[src/rtl/serial_subtractor.sv]
// rtl/serial_subtractor.sv - bit-serial LSB-first subtractor, optional borrow-in via SERIAL_SUB_BIN_EN
module serial_subtractor #(
    parameter int WIDTH = 8
) (
    input  logic             clk,
    input  logic             rst_n,
    input  logic             start,
    input  logic [WIDTH-1:0] a,
    input  logic [WIDTH-1:0] b,
`ifdef SERIAL_SUB_BIN_EN
    input  logic             bin,
`endif
    output logic             ready,
    output logic             busy,
    output logic             done,
    output logic [WIDTH-1:0] diff,
    output logic             borrow_out
);

    localparam int CW = $clog2(WIDTH) + 1;
    localparam logic [CW-1:0] LAST_BIT = CW'(WIDTH - 1);

    typedef enum logic [1:0] {
        S_IDLE  = 2'd0,
        S_SHIFT = 2'd1,
        S_DONE  = 2'd2
    } state_t;

    state_t           r_state;
    state_t           w_next_state;
    logic [WIDTH-1:0] r_a;
    logic [WIDTH-1:0] r_b;
    logic [WIDTH-1:0] r_res;
    logic [WIDTH-1:0] r_diff;
    logic             r_borrow;
    logic             r_borrow_out;
    logic [CW-1:0]    r_cnt;

    logic             w_bin;
    logic             w_x;
    logic             w_y;
    logic             w_d;
    logic             w_borrow_next;
    logic             w_last;
    logic             w_accept;
    logic [WIDTH-1:0] w_res_next;

`ifdef SERIAL_SUB_BIN_EN
    assign w_bin = bin;
`else
    assign w_bin = 1'b0;
`endif

    // Full-subtractor on the current operand LSBs and the running borrow
    assign w_x           = r_a[0];
    assign w_y           = r_b[0];
    assign w_d           = w_x ^ w_y ^ r_borrow;
    assign w_borrow_next = (~w_x & w_y) | (~(w_x ^ w_y) & r_borrow);
    assign w_last        = (r_cnt == LAST_BIT);
    assign w_accept      = (r_state == S_IDLE) && start;
    assign w_res_next    = {w_d, r_res[WIDTH-1:1]};

    assign diff       = r_diff;
    assign borrow_out = r_borrow_out;

    // State register; reset forces IDLE immediately so ready rises without a clock
    always_ff @(posedge clk or negedge rst_n) begin
        if (!rst_n) begin
            r_state <= S_IDLE;
        end else begin
            r_state <= w_next_state;
        end
    end

    // Next-state and status outputs decoded from the current state
    always_comb begin
        w_next_state = r_state;
        ready        = 1'b0;
        busy         = 1'b0;
        done         = 1'b0;
        case (r_state)
            S_IDLE: begin
                ready = 1'b1;
                if (start) begin
                    w_next_state = S_SHIFT;
                end
            end
            S_SHIFT: begin
                busy = 1'b1;
                if (w_last) begin
                    w_next_state = S_DONE;
                end
            end
            S_DONE: begin
                done         = 1'b1;
                w_next_state = S_IDLE;
            end
            default: begin
                w_next_state = S_IDLE;
            end
        endcase
    end

    // Operand/result shifting, borrow tracking and result capture on the final bit
    always_ff @(posedge clk or negedge rst_n) begin
        if (!rst_n) begin
            r_a          <= '0;
            r_b          <= '0;
            r_res        <= '0;
            r_diff       <= '0;
            r_borrow     <= 1'b0;
            r_borrow_out <= 1'b0;
            r_cnt        <= '0;
        end else if (w_accept) begin
            r_a      <= a;
            r_b      <= b;
            r_borrow <= w_bin;
            r_cnt    <= '0;
        end else if (r_state == S_SHIFT) begin
            r_a      <= r_a >> 1;
            r_b      <= r_b >> 1;
            r_res    <= w_res_next;
            r_borrow <= w_borrow_next;
            r_cnt    <= r_cnt + 1'b1;
            if (w_last) begin
                r_diff       <= w_res_next;
                r_borrow_out <= w_borrow_next;
            end
        end
    end

endmodule

[config.mk]
export PLATFORM = sky130hd
export DESIGN_NAME = serial_subtractor
export DESIGN_NICKNAME = d
export VERILOG_FILES = /design/src/rtl/serial_subtractor.sv
export SDC_FILE = /design/constraint.sdc
export NUM_CORES = 1
export LEC_CHECK = 0
export ABC_AREA = 1
export CAP_MARGIN = 30
export CORE_UTILIZATION = 48
export CTS_CLUSTER_SIZE = 16
export DETAILED_ROUTE_END_ITERATION = 8
export PLACE_DENSITY = 0.74
export SLEW_MARGIN = 10
export SYNTH_ARGS = -nofsm -noshare
export SYNTH_HDL_FRONTEND = slang
export SYNTH_SLANG_ARGS = --single-unit
[constraint.sdc]
create_clock -name clk -period 1.5 [get_ports clk]
set_input_delay 0.15 -clock clk [delete_from_list [all_inputs] [get_ports clk]]
set_output_delay 0.15 -clock clk [all_outputs]
set_load 0.05 [all_outputs]
# After elaboration in Yosys (flattened, before gate mapping)
# Index checks and enable logic that the tools add are counted.
# classes
addsub	1
n_eq_ne	5
n_mux	14
bitwise	8
n_reduce_logical	6
# ops
cell	n
two-way mux 8 bit	4
two-way mux 4 bit	2
two-way mux 1 bit	5
adder 4 x 1 -> 4 bit, second input constant	1
equality test 4 x 3 -> 1 bit, second input constant	1
two-way mux 2 bit	2
!= test 2 bit, second input constant	2
one-hot mux 2 bit (2 select lines)	1
AND reduction 2 bit	2
inverter 1 bit	3
AND reduction 3 bit	1
bitwise AND 1 bit	2
equality test 2 x 1 -> 1 bit, second input constant	1
equality test 2 bit, second input constant	1
zero test 2 bit	1
nonzero test 2 bit	1
XOR 1 bit	2
logical AND 1 bit	1
bitwise OR 1 bit	1
# totals
ff_bits	40
output_inout_bits	12

# Longest topological paths before layout
# logic_depth
ltp_word	6
ltp_mapped	7
depth_no_buf	7

# Worst setup path before layout
# OpenSTA, ideal clock, no wires.
# synth_path
kind	reg-to-reg
start	register r_state[0]
end	register r_a[1]
setup_ns	0.116
arrival_ns	1.431
t_required_ns	1.384
slack_ns	-0.047
path_stages_with_launch	8
n_path_buf	1
synth_period_minus_slack_ns	1.547
cell_sequence	dfrtp_1 nor2_2 nand2_2 inv_2 buf_6 nand2_1 nand2_1 nand2_1
# synth_via
elab_chain_cells	3
elab_cells_between_ends	5
cone_classes	eq/ne (1); mux (1); reduce/logical (3)
# synth_lines
element	line	rtl
start, declared	29	state_t r_state;
start signal, assigned	71	r_state <= w_next_state;
zero test 2 bit	60	assign w_accept = (r_state == S_IDLE) && start;
logical AND 1 bit	60	
two-way mux 8 bit / nonzero test 2 bit (equally long branches)	--	
end signal, assigned	120	r_a <= r_a >> 1;
end, declared	31	logic [WIDTH-1:0] r_a;
# Several ways; a longest one is shown, not always the timed one.
# A chain may end at the register's enable or synchronous reset.

# Worst setup path after layout
# layout_path
start	register r_state[1]
end	output port busy
# layout_via
elab_chain_cells	2
# layout_lines
element	line	rtl
equality test 2 x 1 -> 1 bit	81	case (r_state)
two-way mux 1 bit	81	
end, declared	14	output logic busy,
# Every way passes these cells.

==> results.txt <==
- The number of nets handed over by synthesis was 241.
* Cell variety after synth: 18
* Status: finished, final reports clean
- Port buffering added 30 buffers.
- Buffers added to address setup during post-CTS repair amount to 0.
- Number of routed nets with antenna violations: 0
- Along the worst path, the maximum fanout reaches 25.
- The worst-case IR drop observed on VDD is 1070 uV.
* Number of global-route vias before repair: 1,238
* Final clock period utilization by the worst path: 96.1%
- Clock Latency Late Sink: 0.29 ns
* Largest net degree at the start of global routing: 40
- Core ar.: 3440 um2
- CP required: 1.35 ns
* Maximum buffer depth of the clock tree: 2
* Total die area: 3950 um2
- Clk pin slew, worst setup/hold paths: 0.07 ns
- The H-tree was split into 2 levels.
- Final standard cell count with taps included and fillers excluded: 302
- I/O pin count: 31
- Die Width: 62.9 um
* Die Height: 62.9 um
- Endpoint kind of the worst setup timing path: output port
- Reported max-cap violation count: 0
- Post-Synthesis Cells: 220
* YS warnings: 0
- Relative to the synthesized area, the layout overhead comes to 27.7%.
* Setup repair after global routing missed its margin: false
* Arrival time of data at the critical path endpoint: 1.29 ns
- Avg Cell Area, Syn: 8.08 um2
* Max-slew headroom at the worst pin: 68.3%
* Routed vias/inst: 4.58
* Count of standard-cell rows: 21
- The routed design has 3050 um of wire.
* Total clock buffers created by CTS: 5
- Global routing usage summed across all routing layers: 17.4%
* Setup_tns: 0 ns
- The final-report hold violation count was 0.
- On the final layout, the worst hold slack is 0.390 ns.
- Setup violation total in the final timing report: 0
* Number of antenna violations at the first check in global routing: 0
- Type of the tightest min-delay check: in2reg
- In the routed design, unresolved DRC markers number 0.
- Routed length per instance: 10.1 um
- The clock drives 39 sinks.
* Number of iterations in the first detailed-routing pass: 4
* Worst Skew: 0.00315 ns
* Final GP Congestion: 0.706
* Iteration-0 DRC Markers: 57
- Post-DP Area: 2140 um2
- After legalization and detailed placement, the total HPWL measured 2070 um.
- Worst-Margin Slew: 0.476 ns
- Of the synthesized area, sequential elements account for 54.9%.
- Counting I/O delays and the setup requirement, the final critical path takes 1.44 ns.
- CTS tree: yes
* Fraction of layout cells with a size suffix above 1: 16.4%
- Path type of the worst setup path: reg2out
- Root buffer cell: sky130_fd_sc_hd__clkbuf_8
* Initial cell density of the core: 51.7%
* Leakage dissipation: 1.23 nW
- The completed layout was analyzed and its total power is 5.06 mW.
* Grt ovf: 0
- In this run, placement finished with an instance count of 293.
* Power per Cell Area: 2230 nW/um2
- Upper clock frequency limit: 694 MHz
* Layout net count: 276
- Startpoint Class: register
- The count of pins over their slew limit was 0.
- The filler cells instantiated in the layout total 288.
* Post-route cell area: 2270 um2
* Synthesized cell area: 1780 um2
* Flip-flop and latch count after synthesis: 39
- The final route contains 1,384 vias.
- Diodes inserted: 0
- The first global-routing pass estimated 5330 um of wire.
[power by group]
group          switching [mW]  internal, mW
sequential              0.264          1.52
combinational            1.56         0.944
clock                   0.350         0.418
[cell type report]
class | instances | area, um2 | area share, %
timing repair buffer | 36 | 375 | 16.5
clock inverter | 1 | 7.51 | 0.331
clock buffer | 7 | 96.3 | 4.24
sequential | 39 | 977 | 43.0
inverter | 26 | 97.6 | 4.30
multi-input combinational | 147 | 659 | 29.0
tap | 46 | 57.6 | 2.53
[worst paths after layout]
| path | startpoint | to | slack [ns] | depth (start not counted) |
|---|---|---|---|---|
| min | a[7] | r_a[7] | 0.39 | 3 |
| max | r_state[1] | busy | 0.06 | 3 |
| max reg2reg | r_cnt[0] | diff[0] | 0.20 | 7 |
| min in group asynchronous | rst_n | r_res[5] | 0.45 | 3 |
| max in group asynchronous | rst_n | r_state[0] | 0.69 | 3 |
| min reg2reg | r_b[7] | r_b[7] | 0.48 | 2 |
[metal layers]
metal / track usage [%] / vias to the layer above / part of all wire, %
met4: 10.5 / 0 / 2.5
met5: 0 / - / 0
li1: - / 724 / -
met1: 22.4 / 629 / 48
met3: 3.28 / 8 / 2.8
met2: 27.2 / 23 / 46
[through the flow]
stage | utilization, % | setup slack [ns]
detailed placement | 62.1 | 0.0741
global placement | 62.1 | 0.131
finish | 66.0 | 0.0590
floorplan | - | 0.142
global route | 66.0 | 0.00124
CTS | 65.5 | 0.0400
[flip-flops by register name, summed over array words and instances, names as in the netlist]
name	cells
r_state	2
r_a	8
r_borrow	1
r_res	7
r_cnt	4
borrow_out	1
diff	8
r_b	8
[synth_stat cells]
master	count	share of area [%]
sky130_fd_sc_hd__nand2_1	114	24
sky130_fd_sc_hd__dfrtp_1	39	55
sky130_fd_sc_hd__inv_1	23	4.9
sky130_fd_sc_hd__o21ai_2	7	3.4
sky130_fd_sc_hd__o21ai_0	6	1.7
sky130_fd_sc_hd__o21ai_1	5	1.4
sky130_fd_sc_hd__buf_2	4	1.1
sky130_fd_sc_hd__nand3_1	4	1.1
sky130_fd_sc_hd__nor2_1	4	0.84
sky130_fd_sc_hd__inv_2	3	0.63
sky130_fd_sc_hd__buf_4	2	0.84
sky130_fd_sc_hd__buf_6	2	1.3
sky130_fd_sc_hd__nand2_2	2	0.70
sky130_fd_sc_hd__a21oi_1	1	0.28
sky130_fd_sc_hd__fa_1	1	1.1
sky130_fd_sc_hd__ha_1	1	0.70
sky130_fd_sc_hd__nor2_2	1	0.35
sky130_fd_sc_hd__nor2_4	1	0.63
[worst max-delay path, cell delays in order (launching register included)]
cell and delay, ns:
sky130_fd_sc_hd__dfrtp_1 0.45, sky130_fd_sc_hd__nor2_4 0.21, sky130_fd_sc_hd__buf_12 0.19, sky130_fd_sc_hd__buf_12 0.15
[timing repair]
item / 4_1_cts / 5_1_grt
gates cloned: 0 / 0
hold endpoints to repair: 39 / 0
setup endpoints to repair: 1 / 10
hold buffers: 1 / 0
resized for setup: 1 / 5
[cells by family after synthesis]
group,after synthesis,share of synthesized area (%)
AO/OA/AOI/OAI,19,6.83
adder cells (fa/ha/maj),2,1.83
buffers and inverters,34,8.73
flip-flops,39,54.9
AND/OR/NAND/NOR,126,27.7
[layout by cell type (no fill, tap or decap), types with 2 or more instances in the layout]
master / instances
sky130_fd_sc_hd__nand2_1: 114
sky130_fd_sc_hd__o21ai_0: 6
sky130_fd_sc_hd__clkbuf_8: 7
sky130_fd_sc_hd__buf_12: 5
sky130_fd_sc_hd__dfrtp_1: 38
sky130_fd_sc_hd__o21ai_1: 5
sky130_fd_sc_hd__inv_2: 3
sky130_fd_sc_hd__o21ai_2: 7
sky130_fd_sc_hd__clkdlybuf4s50_1: 17
sky130_fd_sc_hd__nor2_4: 2
sky130_fd_sc_hd__buf_4: 12
sky130_fd_sc_hd__inv_1: 23
sky130_fd_sc_hd__nand3_1: 4
sky130_fd_sc_hd__nor2_1: 3
(Power assumes the default switching activity.)
